**config.mk**
```make
export PLATFORM = sky130hd
export DESIGN_NAME = uart_alici
export DESIGN_NICKNAME = d
export VERILOG_FILES = /design/src/rtl/uart_alici.sv
export SDC_FILE = /design/constraint.sdc
export NUM_CORES = 1
export LEC_CHECK = 0
export ABC_CLOCK_PERIOD_IN_PS = 3300
export CAP_MARGIN = 20
export CORE_ASPECT_RATIO = 1.25
export CORE_UTILIZATION = 40
export CTS_CLUSTER_DIAMETER = 100
export DETAILED_ROUTE_END_ITERATION = 8
export GPL_ROUTABILITY_DRIVEN = 0
export PLACE_DENSITY = 0.65
export SKIP_LAST_GASP = 1
export SYNTH_ARGS = -nofsm -noshare
export SYNTH_HDL_FRONTEND = slang
export SYNTH_SLANG_ARGS = --single-unit
```
**constraint.sdc**
```tcl
create_clock -name clk_i -period 3.3 [get_ports clk_i]
set_input_delay 0.66 -clock clk_i [delete_from_list [all_inputs] [get_ports clk_i]]
set_output_delay 0.66 -clock clk_i [all_outputs]
set_load 0.03 [all_outputs]
```
**src/rtl/uart_alici.sv**
```systemverilog
// UART receiver: recovers 8N1 frames from rx_i and writes bytes to the RX FIFO.
// Define UART_ALICI_ESLIK_EN to add an even-parity bit between the data and the stop bit.
module uart_alici #(
  parameter int SYNC_STAGES = 2
) (
  input  logic        clk_i,
  input  logic        rst_i,
  input  logic        rx_i,
  input  logic [15:0] baud_div_i,
  input  logic        dolu_i,
  output logic [7:0]  veri_o,
  output logic        veri_gecerli_o,
  output logic        cerceve_hatasi_o,
  output logic        tasma_o,
  output logic        eslik_hatasi_o
);

  localparam logic [2:0] BOSTA   = 3'd0;
  localparam logic [2:0] BASLA   = 3'd1;
  localparam logic [2:0] VERI_AL = 3'd2;
  localparam logic [2:0] DUR     = 3'd3;
  localparam logic [2:0] BEKLE   = 3'd4;
`ifdef UART_ALICI_ESLIK_EN
  localparam logic [2:0] ESLIK   = 3'd5;

  // Even parity: data bits plus parity bit must XOR to zero.
  function automatic logic parity_bad(input logic [7:0] d, input logic p);
    return ^{d, p};
  endfunction
`endif

  logic [SYNC_STAGES-1:0] sync_q, sync_d;
  logic [2:0]  state_q, state_d;
  logic [15:0] cnt_q, cnt_d;
  logic [15:0] div_q, div_d;
  logic [2:0]  bit_q, bit_d;
  logic [7:0]  shift_q, shift_d;
  logic [7:0]  veri_q, veri_d;
  logic        vld_q, vld_d;
  logic        frm_q, frm_d;
  logic        ovf_q, ovf_d;
  logic        perr_q, perr_d;
  logic        rxs;
  logic        par_err;
  logic [15:0] half;

  assign rxs  = sync_q[SYNC_STAGES-1];
  assign half = {1'b0, div_q[15:1]};

`ifdef UART_ALICI_ESLIK_EN
  logic par_q, par_d;
  assign par_err = parity_bad(shift_q, par_q);
`else
  assign par_err = 1'b0;
`endif

  always_comb begin
    sync_d  = {sync_q[SYNC_STAGES-2:0], rx_i};
    state_d = state_q;
    cnt_d   = 16'(cnt_q + 16'd1);
    div_d   = div_q;
    bit_d   = bit_q;
    shift_d = shift_q;
    veri_d  = veri_q;
    vld_d   = 1'b0;
    frm_d   = 1'b0;
    ovf_d   = 1'b0;
    perr_d  = 1'b0;
`ifdef UART_ALICI_ESLIK_EN
    par_d   = par_q;
`endif
    case (state_q)
      BOSTA: begin
        cnt_d = 16'd0;
        if (!rxs) begin
          state_d = BASLA;
          div_d   = baud_div_i;
        end
      end
      BASLA: begin
        // Re-check the line at the middle of the start bit to reject glitches.
        if (cnt_q == half) begin
          cnt_d = 16'd0;
          if (rxs) begin
            state_d = BOSTA;
          end else begin
            state_d = VERI_AL;
            bit_d   = 3'd0;
          end
        end
      end
      VERI_AL: begin
        if (cnt_q == div_q) begin
          cnt_d   = 16'd0;
          shift_d = {rxs, shift_q[7:1]};
          bit_d   = 3'(bit_q + 3'd1);
          if (bit_q == 3'd7) begin
`ifdef UART_ALICI_ESLIK_EN
            state_d = ESLIK;
`else
            state_d = DUR;
`endif
          end
        end
      end
`ifdef UART_ALICI_ESLIK_EN
      ESLIK: begin
        if (cnt_q == div_q) begin
          cnt_d   = 16'd0;
          par_d   = rxs;
          state_d = DUR;
        end
      end
`endif
      DUR: begin
        // Leaving at mid stop bit lets the next start edge be caught immediately.
        if (cnt_q == div_q) begin
          cnt_d = 16'd0;
          if (!rxs) begin
            frm_d   = 1'b1;
            state_d = BEKLE;
          end else begin
            state_d = BOSTA;
            if (par_err) begin
              perr_d = 1'b1;
            end else if (dolu_i) begin
              ovf_d = 1'b1;
            end else begin
              vld_d  = 1'b1;
              veri_d = shift_q;
            end
          end
        end
      end
      BEKLE: begin
        cnt_d = 16'd0;
        if (rxs) state_d = BOSTA;
      end
      default: begin
        state_d = BOSTA;
        cnt_d   = 16'd0;
      end
    endcase
  end

  always_ff @(posedge clk_i) begin
    if (rst_i) begin
      sync_q  <= '1;
      state_q <= BOSTA;
      cnt_q   <= 16'd0;
      div_q   <= 16'd0;
      bit_q   <= 3'd0;
      shift_q <= 8'd0;
      veri_q  <= 8'd0;
      vld_q   <= 1'b0;
      frm_q   <= 1'b0;
      ovf_q   <= 1'b0;
      perr_q  <= 1'b0;
`ifdef UART_ALICI_ESLIK_EN
      par_q   <= 1'b0;
`endif
    end else begin
      sync_q  <= sync_d;
      state_q <= state_d;
      cnt_q   <= cnt_d;
      div_q   <= div_d;
      bit_q   <= bit_d;
      shift_q <= shift_d;
      veri_q  <= veri_d;
      vld_q   <= vld_d;
      frm_q   <= frm_d;
      ovf_q   <= ovf_d;
      perr_q  <= perr_d;
`ifdef UART_ALICI_ESLIK_EN
      par_q   <= par_d;
`endif
    end
  end

  assign veri_o           = veri_q;
  assign veri_gecerli_o   = vld_q;
  assign cerceve_hatasi_o = frm_q;
  assign tasma_o          = ovf_q;
  assign eslik_hatasi_o   = perr_q;

endmodule

```
==> impl_summary.log <==
INFO  metric multiInputGateArea = around 1400 µm²
INFO  metric worst_ep_arrival_time = about 2700 ps
INFO  metric rrSetupSlack = between 700 and 800 ps
INFO  metric cts_num_sinks = 59
INFO  metric final_layout_size_suffix_gt1_frac = 0.0826
INFO  metric yosys_warnings = 0
INFO  metric rsz0062_at_grt = false
INFO  metric cap_viol_max_count = 0
INFO  metric drtAntennaViolNets = 0
INFO  metric fillerInstances = around 600
INFO  metric rr_worst_depth = 6
INFO  metric timing.final.crit_period = 2520 ps
INFO  metric worst-path-max-fanout = 9
INFO  metric row_count = 32
INFO  metric final_hold_violation_count = 0
INFO  metric synth.top_cells.by_area = dfxtp_1, xor2_1, mux2i_1
INFO  metric slew_viol_final = 0
INFO  metric hold-path-cell-count = 1
INFO  metric antenna_violations_before_repair = 0
INFO  metric grt.total_usage = 0.186
INFO  metric worstSetupEndpointType = register
INFO  metric synth-edff-count = 0
INFO  metric yosys.cell_count.top_type = dfxtp_1
INFO  metric hpwl = roughly 4000 µm
INFO  metric antenna-diode-count = 0
INFO  metric core_outline_area = ~6300 µm²
INFO  metric power.share.switching = 0.281
INFO  metric setup_tns_after_final_layout = 0 ps
INFO  metric synthesis.area_per_instance = slightly below 9 µm²
INFO  metric timing.setup.critical_path_class = register to register
INFO  metric power.ir.vdd_worst = roughly 350 µV
INFO  metric synth_sequential_area_ratio = 0.444
INFO  metric worstHoldPathType = register to register
INFO  metric clkTransAtPathRegs = approximately 70 ps
INFO  metric fp.dieArea = roughly 7000 µm²
INFO  metric cts_max_path_buffers = 2
INFO  metric final_core_utilization = 0.511
INFO  metric detail_route.first_pass.iterations = 7
INFO  metric grt_first_pass_wirelength = 9620 µm
INFO  metric syn-instance-count = 300
INFO  metric via_count_of_the_first_global_routing_pass = slightly above 2000
INFO  metric synthDominantAreaCellType = dfxtp_1
INFO  metric wl_per_cell = 13.8 µm
INFO  metric buffers_inserted_during_post_cts_setup_optimization = 0
INFO  metric final.period_utilization = 0.764
INFO  metric finalClockSkew = around 11 ps
INFO  metric die_height = ~93 µm
INFO  metric cts_repair_resize_count = 0
INFO  metric timing.fmax = 397 MHz
INFO  metric total_leakage_power = 1.42 nW
INFO  metric worst_reg2reg_path_startpoint = cnt_q[1]
INFO  metric cp.required = about 3500 ps
INFO  metric design.portCount = 32
INFO  metric synth_ff_type = dfxtp_1
INFO  metric result_of_the_run = finished clean
INFO  metric routed_wirelength = about 5700 µm
INFO  metric ctsHtreeMaxLevel = 3
INFO  metric area_growth_syn_to_layout = 20.6%
INFO  metric dr_total_vias = between 2000 and 2500
INFO  metric seqCellArea = between 1000 and 1500 µm²
INFO  metric synth-seq-cells = 59
INFO  metric worst_setup_path_start_kind = register
INFO  metric comb_power_share = 0.152
INFO  metric hold_path_startpoint = sync_q[0]
INFO  metric start_util = 0.424
INFO  metric clkLatencyLatePin = about 340 ps
INFO  metric place.port_buffers = 30
INFO  metric syn_nets = ~320
INFO  metric p_seq_frac = 0.438
INFO  metric synth_common_cells = dfxtp_1, nor2_1, xor2_1
INFO  metric drt_first_iter_violations = 92
INFO  metric total_switching_power = around 500 µW
INFO  metric max_slew_margin_vs_limit = 0.595
INFO  metric hold_fix_buffers_cts = 0
INFO  metric cts_root_buf = clkbuf_8
INFO  metric maximum_number_of_pins_on_one_net_before_global_route_repair = 44
INFO  metric tritoncts.num_buffers = 9
INFO  metric finalSetupViolCount = 0
INFO  metric fp.dieW = 75.0 µm
INFO  metric regToRegEndpoint = veri_o[1]
INFO  metric internal-power = 1.29 mW
INFO  metric synth_largest_type_area_fraction = 0.444
INFO  metric clock_tree_from_tritoncts = yes
INFO  metric power.clock.fraction = 0.411
INFO  metric hold-path-endpoint = sync_q[1]
INFO  metric ffs_w_async_s_r_synth = 0
INFO  metric route.detailed.drc = 0
INFO  metric worst-slew-pin-transition = about 600 ps
INFO  metric synth.cell_area = approximately 2700 µm²
INFO  metric final_nets = 345
INFO  metric vias_per_cell = 4.98
INFO  metric synth.lib_cells_used.distinct = 37
INFO  metric powerDensity = about 560 nW/µm²
INFO  metric grt.overflow.total = 0
per-stage QoR:
step / cell area [µm²] / setup slack [ps] / hold slack (ps) / power (mW) / cells
floorplan: 2660 / 1240 / 389 / 0.997 / 300
global placement: 2990 / 811 / 395 / 1.07 / 396
detailed placement: 2990 / 757 / 396 / 1.07 / 396
CTS: 3210 / 749 / 412 / 1.81 / 412
global route: 3210 / 593 / 423 / 1.88 / 412
finish: 3210 / 778 / 416 / 1.79 / 412
cell usage in the layout, fill, tap and decap left out, types with 2 or more instances in the layout:
master,Yosys,layout
or2_2,3,3
mux2i_1,18,18
and3_1,3,3
clkbuf_8,0,9
nand2_1,41,41
buf_4,1,2
nand2b_1,2,2
o21ai_0,3,3
bufinv_16,0,2
xor2_1,42,42
a21oi_1,19,19
nor4_1,8,7
clkdlybuf4s50_1,0,30
xnor2_1,3,3
nand4b_1,2,2
clkinvlp_4,0,2
dfxtp_1,59,59
nor2_1,43,43
nand3_1,6,6
inv_1,2,2
nor4_2,3,4
nand4_1,4,4
clkinv_4,0,2
ha_1,3,3
power by group through the flow:
stage | clock network (mW) | registers [mW] | logic [mW]
3_5_place_dp | 0 | 0.800 | 0.272
4_1_cts | 0.755 | 0.784 | 0.273
3_3_place_gp | 0 | 0.800 | 0.270
5_1_grt | 0.789 | 0.789 | 0.298
2_1_floorplan | 0 | 0.780 | 0.217
6_report | 0.736 | 0.785 | 0.272
flip-flops by register name, indices dropped and copies added, names as in the netlist:
name,flops
cnt_q,16
div_q,16
shift_q,8
veri_o,8
bit_q,3
state_q,3
sync_q,2
cerceve_hatasi_o,1
tasma_o,1
veri_gecerli_o,1
logic make-up after synthesis:
| kind of cell | after synthesis | share of synthesized area |
|---|---|---|
| multiplexers | 18 | 0.0677 |
| buffers and inverters | 23 | 0.0418 |
| flip-flops | 59 | 0.444 |
| XOR/XNOR | 45 | 0.148 |
| adder cells (fa/ha/maj) | 3 | 0.0141 |
| AND/OR/NAND/NOR | 123 | 0.221 |
| other | 1 | 0.00141 |
| AO/OA/AOI/OAI | 28 | 0.0620 |
layer usage:
layer / up-vias / share of wire / track usage / wire (µm)
met3: 12 / 0.036 / 0.0528 / 206
met1: 961 / 0.45 / 0.214 / 2560
li1: 1042 / - / - / -
met5: - / 0 / 0 / 0
met2: 36 / 0.49 / 0.308 / 2780
met4: 0 / 0.024 / 0.0912 / 137
cell type report:
| type | instances | area share |
|---|---|---|
| Multi-Input combinational cell | 218 | 0.429 |
| Sequential cell | 59 | 0.368 |
| Tap cell | 85 | 0.0331 |
| Clock inverter | 7 | 0.0316 |
| Clock buffer | 9 | 0.0386 |
| Inverter | 2 | 0.00234 |
| Timing Repair Buffer | 32 | 0.0982 |
worst max-delay path by stage:
stage,start,endpoint,slack [ps],depth (start not counted)
3_3_place_gp,cnt_q[1],veri_o[5],810,6
5_1_grt,cnt_q[6],veri_o[7],590,6
6_report,cnt_q[1],veri_o[1],780,6
3_5_place_dp,cnt_q[1],veri_o[7],760,6
4_1_cts,cnt_q[1],veri_o[1],750,6
2_1_floorplan,cnt_q[9],veri_o[0],1240,8
critical path: stages, from the launching register on:
cell and delay, ps:
dfxtp_1 480, xor2_1 100, nor4_1 400, nand4_2 300
or4b_1 820, mux2i_1 230, nor2_1 60
Note: power is estimated with default switching activity, not from simulation.
